**src/rtl/sub64_pkg.sv**
```systemverilog
// Shared constants and state encoding for the sequential 64-bit subtractor.
package sub64_pkg;

    localparam int N_DEF      = 64;
    localparam int CHUNK_DEF  = 16;
    localparam int NUM_CHUNKS = N_DEF / CHUNK_DEF;
    localparam int IDX_W      = (NUM_CHUNKS > 1) ? $clog2(NUM_CHUNKS) : 1;

    typedef enum logic [1:0] {
        IDLE = 2'd0,
        CALC = 2'd1,
        DONE = 2'd2
    } state_t;

endpackage

```
**src/rtl/sub_64_seq_chunk_adder.sv**
```systemverilog
// Combinational W-bit ripple-carry adder, reused every cycle for one slice.
module chunk_adder #(
    parameter int W = 16
) (
    input  logic [W-1:0] a,
    input  logic [W-1:0] b,
    input  logic         cin,
    output logic [W-1:0] sum,
    output logic         cout
);

    // Bit-serial carry propagation across the slice
    always_comb begin
        logic c;
        c   = cin;
        sum = {W{1'b0}};
        for (int i = 0; i < W; i++) begin
            sum[i] = a[i] ^ b[i] ^ c;
            c      = (a[i] & b[i]) | (a[i] & c) | (b[i] & c);
        end
        cout = c;
    end

endmodule

```
**src/rtl/sub_64_seq.sv**
```systemverilog
// Multi-cycle subtractor: a + b_n + 1 one CHUNK slice per cycle, with Y86 flags.
// Optional macro SUB64_SEQ_ADD_MODE_EN adds an op_add input selecting a + b_n.
module sub_64_seq
    import sub64_pkg::*;
#(
    parameter int N     = N_DEF,
    parameter int CHUNK = CHUNK_DEF
) (
    input  logic         clk,
    input  logic         rst,
    input  logic         in_valid,
    output logic         in_ready,
    input  logic [N-1:0] a,
    input  logic [N-1:0] b_n,
`ifdef SUB64_SEQ_ADD_MODE_EN
    input  logic         op_add,
`endif
    output logic         out_valid,
    input  logic         out_ready,
    output logic [N-1:0] diff,
    output logic         zf,
    output logic         sf,
    output logic         of,
    output logic         cout
);

    localparam int NCH = N / CHUNK;
    localparam int IW  = (NCH > 1) ? $clog2(NCH) : 1;

    state_t         state_r, state_s;
    logic [IW-1:0]  idx_r;
    logic           carry_r;
    logic [N-1:0]   a_r, b_r;
    logic           add_r;
    logic [N-1:0]   diff_r;
    logic           zf_r, sf_r, of_r, cout_r;
    logic           out_valid_r, in_ready_r;

    logic [CHUNK-1:0] a_slice_s, b_slice_s, sum_s;
    logic             c_out_s;
    logic [N-1:0]     diff_next_s;
    logic             last_s;
    logic             of_s;

    assign a_slice_s = a_r[int'(idx_r)*CHUNK +: CHUNK];
    assign b_slice_s = b_r[int'(idx_r)*CHUNK +: CHUNK];
    assign last_s    = (idx_r == IW'(NCH - 1));

    chunk_adder #(.W(CHUNK)) u_chunk_adder (
        .a    (a_slice_s),
        .b    (b_slice_s),
        .cin  (carry_r),
        .sum  (sum_s),
        .cout (c_out_s)
    );

    // Full result with the current slice merged in, used for flag generation
    always_comb begin
        diff_next_s = diff_r;
        diff_next_s[int'(idx_r)*CHUNK +: CHUNK] = sum_s;
    end

    // Signed overflow: operand signs agree in the effective add, result sign differs
    always_comb begin
        if (add_r) begin
            of_s = (a_r[N-1] == b_r[N-1]) && (diff_next_s[N-1] != a_r[N-1]);
        end else begin
            of_s = (a_r[N-1] != ~b_r[N-1]) && (diff_next_s[N-1] != a_r[N-1]);
        end
    end

    // Next-state decode
    always_comb begin
        state_s = state_r;
        case (state_r)
            IDLE: begin
                if (in_valid && in_ready_r) state_s = CALC;
                else                        state_s = IDLE;
            end
            CALC: begin
                if (last_s) state_s = DONE;
                else        state_s = CALC;
            end
            DONE: begin
                if (out_valid_r && out_ready) state_s = IDLE;
                else                          state_s = DONE;
            end
            default: state_s = IDLE;
        endcase
    end

    // State, operand latches, slice datapath and registered outputs
    always_ff @(posedge clk) begin
        if (rst) begin
            state_r     <= IDLE;
            idx_r       <= {IW{1'b0}};
            carry_r     <= 1'b0;
            a_r         <= {N{1'b0}};
            b_r         <= {N{1'b0}};
            add_r       <= 1'b0;
            diff_r      <= {N{1'b0}};
            zf_r        <= 1'b0;
            sf_r        <= 1'b0;
            of_r        <= 1'b0;
            cout_r      <= 1'b0;
            out_valid_r <= 1'b0;
            in_ready_r  <= 1'b1;
        end else begin
            state_r <= state_s;
            case (state_r)
                IDLE: begin
                    if (in_valid && in_ready_r) begin
                        a_r        <= a;
                        b_r        <= b_n;
                        idx_r      <= {IW{1'b0}};
                        in_ready_r <= 1'b0;
`ifdef SUB64_SEQ_ADD_MODE_EN
                        add_r      <= op_add;
                        carry_r    <= ~op_add;
`else
                        add_r      <= 1'b0;
                        carry_r    <= 1'b1;
`endif
                    end
                end
                CALC: begin
                    diff_r  <= diff_next_s;
                    carry_r <= c_out_s;
                    if (last_s) begin
                        idx_r       <= {IW{1'b0}};
                        zf_r        <= (diff_next_s == {N{1'b0}});
                        sf_r        <= diff_next_s[N-1];
                        of_r        <= of_s;
                        cout_r      <= c_out_s;
                        out_valid_r <= 1'b1;
                    end else begin
                        idx_r <= idx_r + IW'(1);
                    end
                end
                DONE: begin
                    if (out_valid_r && out_ready) begin
                        out_valid_r <= 1'b0;
                        in_ready_r  <= 1'b1;
                    end
                end
                default: begin
                    out_valid_r <= 1'b0;
                    in_ready_r  <= 1'b1;
                end
            endcase
        end
    end

    assign in_ready  = in_ready_r;
    assign out_valid = out_valid_r;
    assign diff      = diff_r;
    assign zf        = zf_r;
    assign sf        = sf_r;
    assign of        = of_r;
    assign cout      = cout_r;

endmodule

```
**config.mk**
```make
export PLATFORM = sky130hd
export DESIGN_NAME = sub_64_seq
export DESIGN_NICKNAME = d
export VERILOG_FILES = /design/src/rtl/sub64_pkg.sv /design/src/rtl/sub_64_seq_chunk_adder.sv /design/src/rtl/sub_64_seq.sv
export SDC_FILE = /design/constraint.sdc
export NUM_CORES = 1
export LEC_CHECK = 0
export BUFFER_PORTS_ARGS = -buffer_cell sky130_fd_sc_hd__buf_2
export CORE_MARGIN = 2
export CORE_UTILIZATION = 50
export DETAILED_ROUTE_END_ITERATION = 10
export PLACE_DENSITY_LB_ADDON = 0.12
export SYNTH_ARGS = -nofsm -noshare
export SYNTH_HDL_FRONTEND = slang
export SYNTH_SLANG_ARGS = --single-unit
export TNS_END_PERCENT = 30
```
**constraint.sdc**
```tcl
create_clock -name clk -period 9.59 [get_ports clk]
set_clock_uncertainty 0.05 [all_clocks]
set_input_delay 1.4385 -clock clk [delete_from_list [all_inputs] [get_ports clk]]
set_output_delay 1.4385 -clock clk [all_outputs]
set_load 0.03 [all_outputs]
```
==> impl_results.md, run 1 <==
- Chip height: 138 um
- Final core occ: 61.7%
- EDFF count, synth: 0
- Slew headroom: roughly a third
- Clock sinks: 203
- Min Hold Slack: 402 ps
- Min-delay src: a_r[58]$_SDFFE_PP0P_
- CP peak stage delay: 730 ps
- Crit-path max FO: 23
- Clk pin slew, worst setup/hold paths: roughly 60 ps
- Main combinational cell family by area after synthesis: simple AND/OR/NAND/NOR gates
- CP cell instances: mux4_2 > fa_1 > inv_1 > fa_1 > fa_1 > fa_1 > fa_1 > fa_1 > fa_1 > fa_1 > fa_1 > fa_1 > fa_1 > fa_1 > fa_1 > fa_1 > fa_1 > inv_1 > fa_1 > nand3b_1 > o21ai_0 > a21oi_1 > nor4_1 > a31o_1
- Worst path required time: 9990 ps
- DR pass1 iterations: 10
- Root Buffer: clkbuf_16
- Worst Setup SP: idx_r[1]$_SDFFE_PP0P_
- Area share of the largest cell type after synthesis: 45.4%
- Largest net degree at the start of global routing: 126
- XOR/XNOR Fraction of Synth Area: 0%
- Mux share of post-synthesis cell area: between 8 and 9%
- Top-count cell post-synth: nand2_1
- Compound-Gate Fraction of Synth Area: 14.9%
- Final #Nets: between 1000 and 1500
- Net Count, Synth: 1237
- Starting Density: 51.4%
- Max-cap violations: 0
- Die Width: 138 um
- GR Util met3: 3.68%
- Total GRT Usage: 26.0%
- Synthesis warning total: 0
- Least-Margin Pin Slew: 979 ps
- Crit path top cell by count: fa_1
- Endpoints failing hold: 0
- GRT busiest layer: met2
- Post-Syn Instances: 1083
- Total core area: 17400 um^2
- Worst R2R Start: idx_r[1]$_SDFFE_PP0P_
- Adder-cell share of the synthesized area: 4.41%
- Status: finished, final reports clean
- Vias per cell: 5.52
- Vias in the first global route: about 7300
- Placed cell areas: 9990 um^2
- DRC viols: 0
- Vias after detailed routing: 8141
- Kind of critical path: reg2reg
- Routed Antenna Nets: 0
- Clk_lat worst skew: 500 ps
- Pleak: 4.31 nW
- Synthesized flop and latch total: 203
- Final Cell Area: ~11000 um^2
- Final period util: 89.3%
- P&R area growth vs syn: 20.0%
- H-tree Lvls: 1
- CTS buffer count: 22
- Cell taking the most area after synthesis: dfxtp_1
- CTS Buffer Depth: 3
- RSZ-0062 raised after global routing: false
- Port Buffer Count: 201
- Commonest cells post-synth: 296 x nand2_1, 203 x dfxtp_1, 179 x a21oi_1, 88 x nor2_1, 73 x clkbuf_1
- Row Count: 48
- Share of layout cells above drive strength 1: 22.6%
- Worst Setup End Kind: flip-flop
- Dominant synthesized flop cell: dfxtp_1
- Area of the mapped netlist: 8960 um^2
- Grt total ovfl: 0
- Worst Hold Class: reg2reg
- DRT Wirelength: 25.4 mm
- Fin crit period: 8560 ps
- Die area: between 15000 and 20000 um^2
- Power per cell area: 196 nW/um^2
- Initial antenna violation count: 0
- Simple-gate share of the synthesized area: approximately 22%
- Worst setup margin: 1030 ps
- Met1 Track Usage GR: between 30 and 40%
- Post-DP HPWL: between 15 and 20 mm
- TritonCTS clock tree: done
- RePlAce Congestion: 0.929
- Slew Viols, Final: 0
- Critical path's slowest cell: dfxtp_2
- Post-Syn Area per Cell: 8.27 um^2
- # Post-CTS Setup Buffers: 0
- Number of hold buffers added after cts: 0
- Area contributors post-synth: dfxtp_1 45%, nand2_1 12%, a21oi_1 10%
- First-pass GRT wire length: between 30 and 40 mm
- Part of the Yosys area used for sequential elements: a little under half
- Met2 Use GR: 42.7%
- DRT iter0 DRCs: roughly 720
- WL per Instance: 17.2 um
- Critical path arrival: 8960 ps
- Io pins: between 200 and 250
- Crit start category: flip-flop
- PostCTS Resize Cnt: 0
- Setup TNS: 0 ps
- Setup-failing EPs final: 0
- Antenna Cells: 0
- Fmax: around 0.12 GHz
- Async set-reset flop share out of synthesis: 0%
- Peak VDD IR: approximately 0.14 mV
- Distinct cell type count after synthesis: 39
- Dpl ws: 1160 ps
## critical path, delay by kind of cell, from the launching register on
family / cells / cell delay [ps]
compound gates: 3 / 460
fa+ha+maj: 16 / 6260
buf+inv: 2 / 120
flops: 1 / 730
mux: 1 / 350
simple gates: 2 / 540
## power by group
group	switching, W	internal, W
sequential	0.0000298	0.000888
clock	0.000333	0.000528
combinational	0.000204	0.000118
## placed cells by master, fill, tap and decap left out, drive strengths merged, types with 3 or more instances in the layout
| cell type | n |
|---|---|
| clkbuf | 37 |
| and2 | 4 |
| nor3 | 4 |
| inv | 37 |
| a211oi | 11 |
| nor2b | 20 |
| nor4 | 18 |
| a2bb2oi | 10 |
| a31oi | 12 |
| o2111ai | 4 |
| o21ai | 4 |
| a21oi | 179 |
| nand2 | 296 |
| nand3 | 22 |
| dfxtp | 203 |
| fa | 16 |
| a22oi | 6 |
| nor3b | 4 |
| a21o | 3 |
| nor2 | 88 |
| and3b | 3 |
| a31o | 3 |
| ha | 6 |
| mux4 | 32 |
| buf | 208 |
## state kept, by name (all words and copies together), names as in the netlist
| register | cells |
|---|---|
| a_r | 64 |
| b_r | 64 |
| carry_r | 1 |
| cout | 1 |
| diff | 64 |
| idx_r | 2 |
| in_ready | 1 |
| of | 1 |
| out_valid | 1 |
| sf | 1 |
| state_r | 2 |
| zf | 1 |
## per-layer routing
metal,vias up,routed length (um)
met5,-,0
met3,53,1740
met2,326,11900
met4,0,688
met1,3795,11100
li1,3967,-
## logic make-up (layout without fill, tap and decap cells)
kind of cell,Yosys count,in the layout
fa+ha+maj,22,22
simple gates,471,471
flops,203,203
buf+inv,118,285
compound gates,237,237
mux,32,32
## stage by stage
stage                     power (W)  std cells
after floorplan             0.00115       1083
after global placement      0.00125       1435
after detailed placement    0.00126       1435
after CTS                   0.00211       1475
after global routing        0.00218       1475
final                       0.00210       1475
## area by class of cell
| class | instances | area (um^2) |
|---|---|---|
| clock inverters | 3 | 43.8 |
| clock buffers | 37 | 708 |
| flip-flops and latches | 203 | 4070 |
| inverters | 37 | 139 |
| fillers | 1585 | 6670 |
| well taps | 225 | 282 |
| repair buffers | 208 | 1060 |
| multi-input cells | 762 | 4440 |
## path summary, 6_finish.rpt
| path | end | slack, ps | cells past startpoint |
|---|---|---|---|
| setup / recovery | zf$_SDFFE_PP0P_ | 1030 | 24 |
| hold / removal | a_r[58]$_SDFFE_PP0P_ | 400 | 2 |
| setup reg to reg | zf$_SDFFE_PP0P_ | 1030 | 24 |
| hold reg to reg | a_r[58]$_SDFFE_PP0P_ | 400 | 2 |
(Power assumes the default switching activity.)
==> inputs of run 2 (changes only) <==
Settings changed: CORE_ASPECT_RATIO set to 0.9.
==> impl_results.md, run 2 (synthesis gave the netlist of run 1 again) <==
- RePlAce Congestion: 0.947 (was 0.929)
- Crit-path max FO: 14 (was 23)
- Final period util: 86.7% (was 89.3%)
- Share of layout cells above drive strength 1: 22.6% (about the same)
- GRT busiest layer: met2 (unchanged)
- Io pins: 202 (unchanged)
- Total GRT Usage: 26.1% (was 26.0%)
- Vias in the first global route: 7464 (was 7265)
- # Post-CTS Setup Buffers: 0 (unchanged)
- Max-cap violations: 0 (unchanged)
- RSZ-0062 raised after global routing: false (unchanged)
- Pleak: 4.28 nW (was 4.31 nW)
- CTS Buffer Depth: 3 (unchanged)
- Kind of critical path: reg2reg (unchanged)
- Placed cell areas: 10000 um^2 (was 9990 um^2)
- Vias per cell: 5.49 (was 5.52)
- Initial antenna violation count: 0 (unchanged)
- Fin crit period: 8320 ps (was 8560 ps)
- DR pass1 iterations: 5 (was 10)
- Met2 Use GR: 42.3% (was 42.7%)
- PostCTS Resize Cnt: 0 (unchanged)
- Routed Antenna Nets: 0 (unchanged)
- Slew Viols, Final: 0 (unchanged)
- Fmax: 0.120 GHz (was 0.117 GHz)
- Port Buffer Count: 201 (unchanged)
- Grt total ovfl: 0 (unchanged)
- DRT Wirelength: 25.4 mm (about the same)
- Min Hold Slack: 400 ps (was 402 ps)
- Worst path required time: 9990 ps (about the same)
- Final Cell Area: 10700 um^2 (about the same)
- Status: finished, final reports clean (unchanged)
- Chip height: 131 um (was 138 um)
- CTS buffer count: 22 (unchanged)
- Clk pin slew, worst setup/hold paths: 60 ps (about the same)
- Most frequent cells in the layout: 295 x nand2_1, 201 x dfxtp_1, 200 x buf_2 (unchanged)
- Multi-input combinational cell area: 4440 um^2 (unchanged)
- Non-Filler Instances: 1485 (was 1475)
- GR Util met3: 4.20% (was 3.68%)
- Commonest non-fill, non-tap cell in the layout: nand2_1 (unchanged)
- Worst Hold Class: reg2reg (unchanged)
- Post-DP HPWL: 17.8 mm (was 18.1 mm)
- TritonCTS clock tree: done (unchanged)
- Starting Density: 50.9% (was 51.4%)
- H-tree Lvls: 1 (unchanged)
- Die Width: 145 um (was 138 um)
- Vias after detailed routing: 8153 (was 8141)
- Storage cell area: 4070 um^2 (unchanged)
- First-pass GRT wire length: 39.6 mm (was 38.4 mm)
- Die area: 19000 um^2 (about the same)
- Slew headroom: 39.1% (was 34.7%)
- Setup-failing EPs final: 0 (unchanged)
- Total core area: 17600 um^2 (was 17400 um^2)
- Placed Cells: 1450 (was 1435)
- Clock sinks: 203 (unchanged)
- Final core occ: 60.8% (was 61.7%)
- Final #Nets: 1388 (unchanged)
- Number of hold buffers added after cts: 0 (unchanged)
- Critical path arrival: 8720 ps (was 8960 ps)
- WL per Instance: 17.1 um (was 17.2 um)
- Worst Setup End Kind: flip-flop (unchanged)
- Row Count: 46 (was 48)
- DRT iter0 DRCs: 705 (was 721)
- Met1 Track Usage GR: 36.6% (was 35.7%)
- Crit start category: flip-flop (unchanged)
- Clk_lat worst skew: 500 ps (about the same)
- DRC viols: 0 (unchanged)
- Setup TNS: 0 ps (unchanged)
- Largest net degree at the start of global routing: 120 (was 126)
- Power per cell area: 192 nW/um^2 (was 196 nW/um^2)
- Least-Margin Pin Slew: 913 ps (was 979 ps)
- Root Buffer: clkbuf_16 (unchanged)
- P&R area growth vs syn: 19.5% (was 20.0%)
- Endpoints failing hold: 0 (unchanged)
- Antenna Cells: 0 (unchanged)
- Peak VDD IR: 0.118 mV (was 0.135 mV)
- Filler Cell Count: 1677 (was 1585)
[run 2: changes by cell type in the layout (fill, tap and decap cells not counted), sizes merged]
cell / delta
bufinv: -1
clkbuf: -5
clkinv: +1
[run 2: final timing paths]
check,startpoint,end,slack (ps),depth (start not counted)
setup / recovery,idx_r[0]$_SDFFE_PP0P_,zf$_SDFFE_PP0P_,1270,24
hold / removal,b_r[35]$_SDFFE_PP0P_,b_r[35]$_SDFFE_PP0P_,400,2
setup reg to reg,idx_r[0]$_SDFFE_PP0P_,zf$_SDFFE_PP0P_,1270,24
hold reg to reg,b_r[35]$_SDFFE_PP0P_,b_r[35]$_SDFFE_PP0P_,400,2
[run 2: through the flow]
step,setup slack (ps),total power [W]
2_1_floorplan,1370,0.00115
3_3_place_gp,1390,0.00125
3_5_place_dp,1280,0.00126
4_1_cts,1260,0.00206
5_1_grt,818,0.00213
6_report,1270,0.00206
[run 2: area by class of cell]
type	instances	share of cell area, %
Clock buffer	32	6.34
Clock inverter	3	0.140
Inverter	37	1.30
Multi-Input combinational cell	762	41.5
Sequential cell	203	38.0
Tap cell	240	2.80
Timing Repair Buffer	208	9.94
[run 2: critical path, cell delays in order (launching register included)]
cell,delay (ps)
dfxtp_2,620
mux4_2,330
fa_1,170
inv_1,50
fa_1,370
fa_1,390
fa_1,390
fa_1,390
fa_1,390
fa_1,400
fa_1,400
fa_1,390
fa_1,390
fa_1,390
fa_1,390
fa_1,420
fa_1,400
fa_1,370
inv_1,70
fa_1,510
nand3b_1,230
nor4_1,250
o2111ai_1,130
nor4_1,200
a31o_1,170
[run 2: routing by layer]
| metal | wire (um) | vias to the layer above |
|---|---|---|
| met5 | 0 | - |
| met4 | 612 | 0 |
| met3 | 1730 | 49 |
| met2 | 11800 | 303 |
| met1 | 11300 | 3849 |
| li1 | - | 3952 |
[run 2: power breakdown]
| group | internal (W) | total, W | switching, W |
|---|---|---|---|
| Sequential | 0.000889 | 0.000918 | 0.0000298 |
| Clock | 0.000485 | 0.000816 | 0.000330 |
| Combinational | 0.000119 | 0.000323 | 0.000204 |
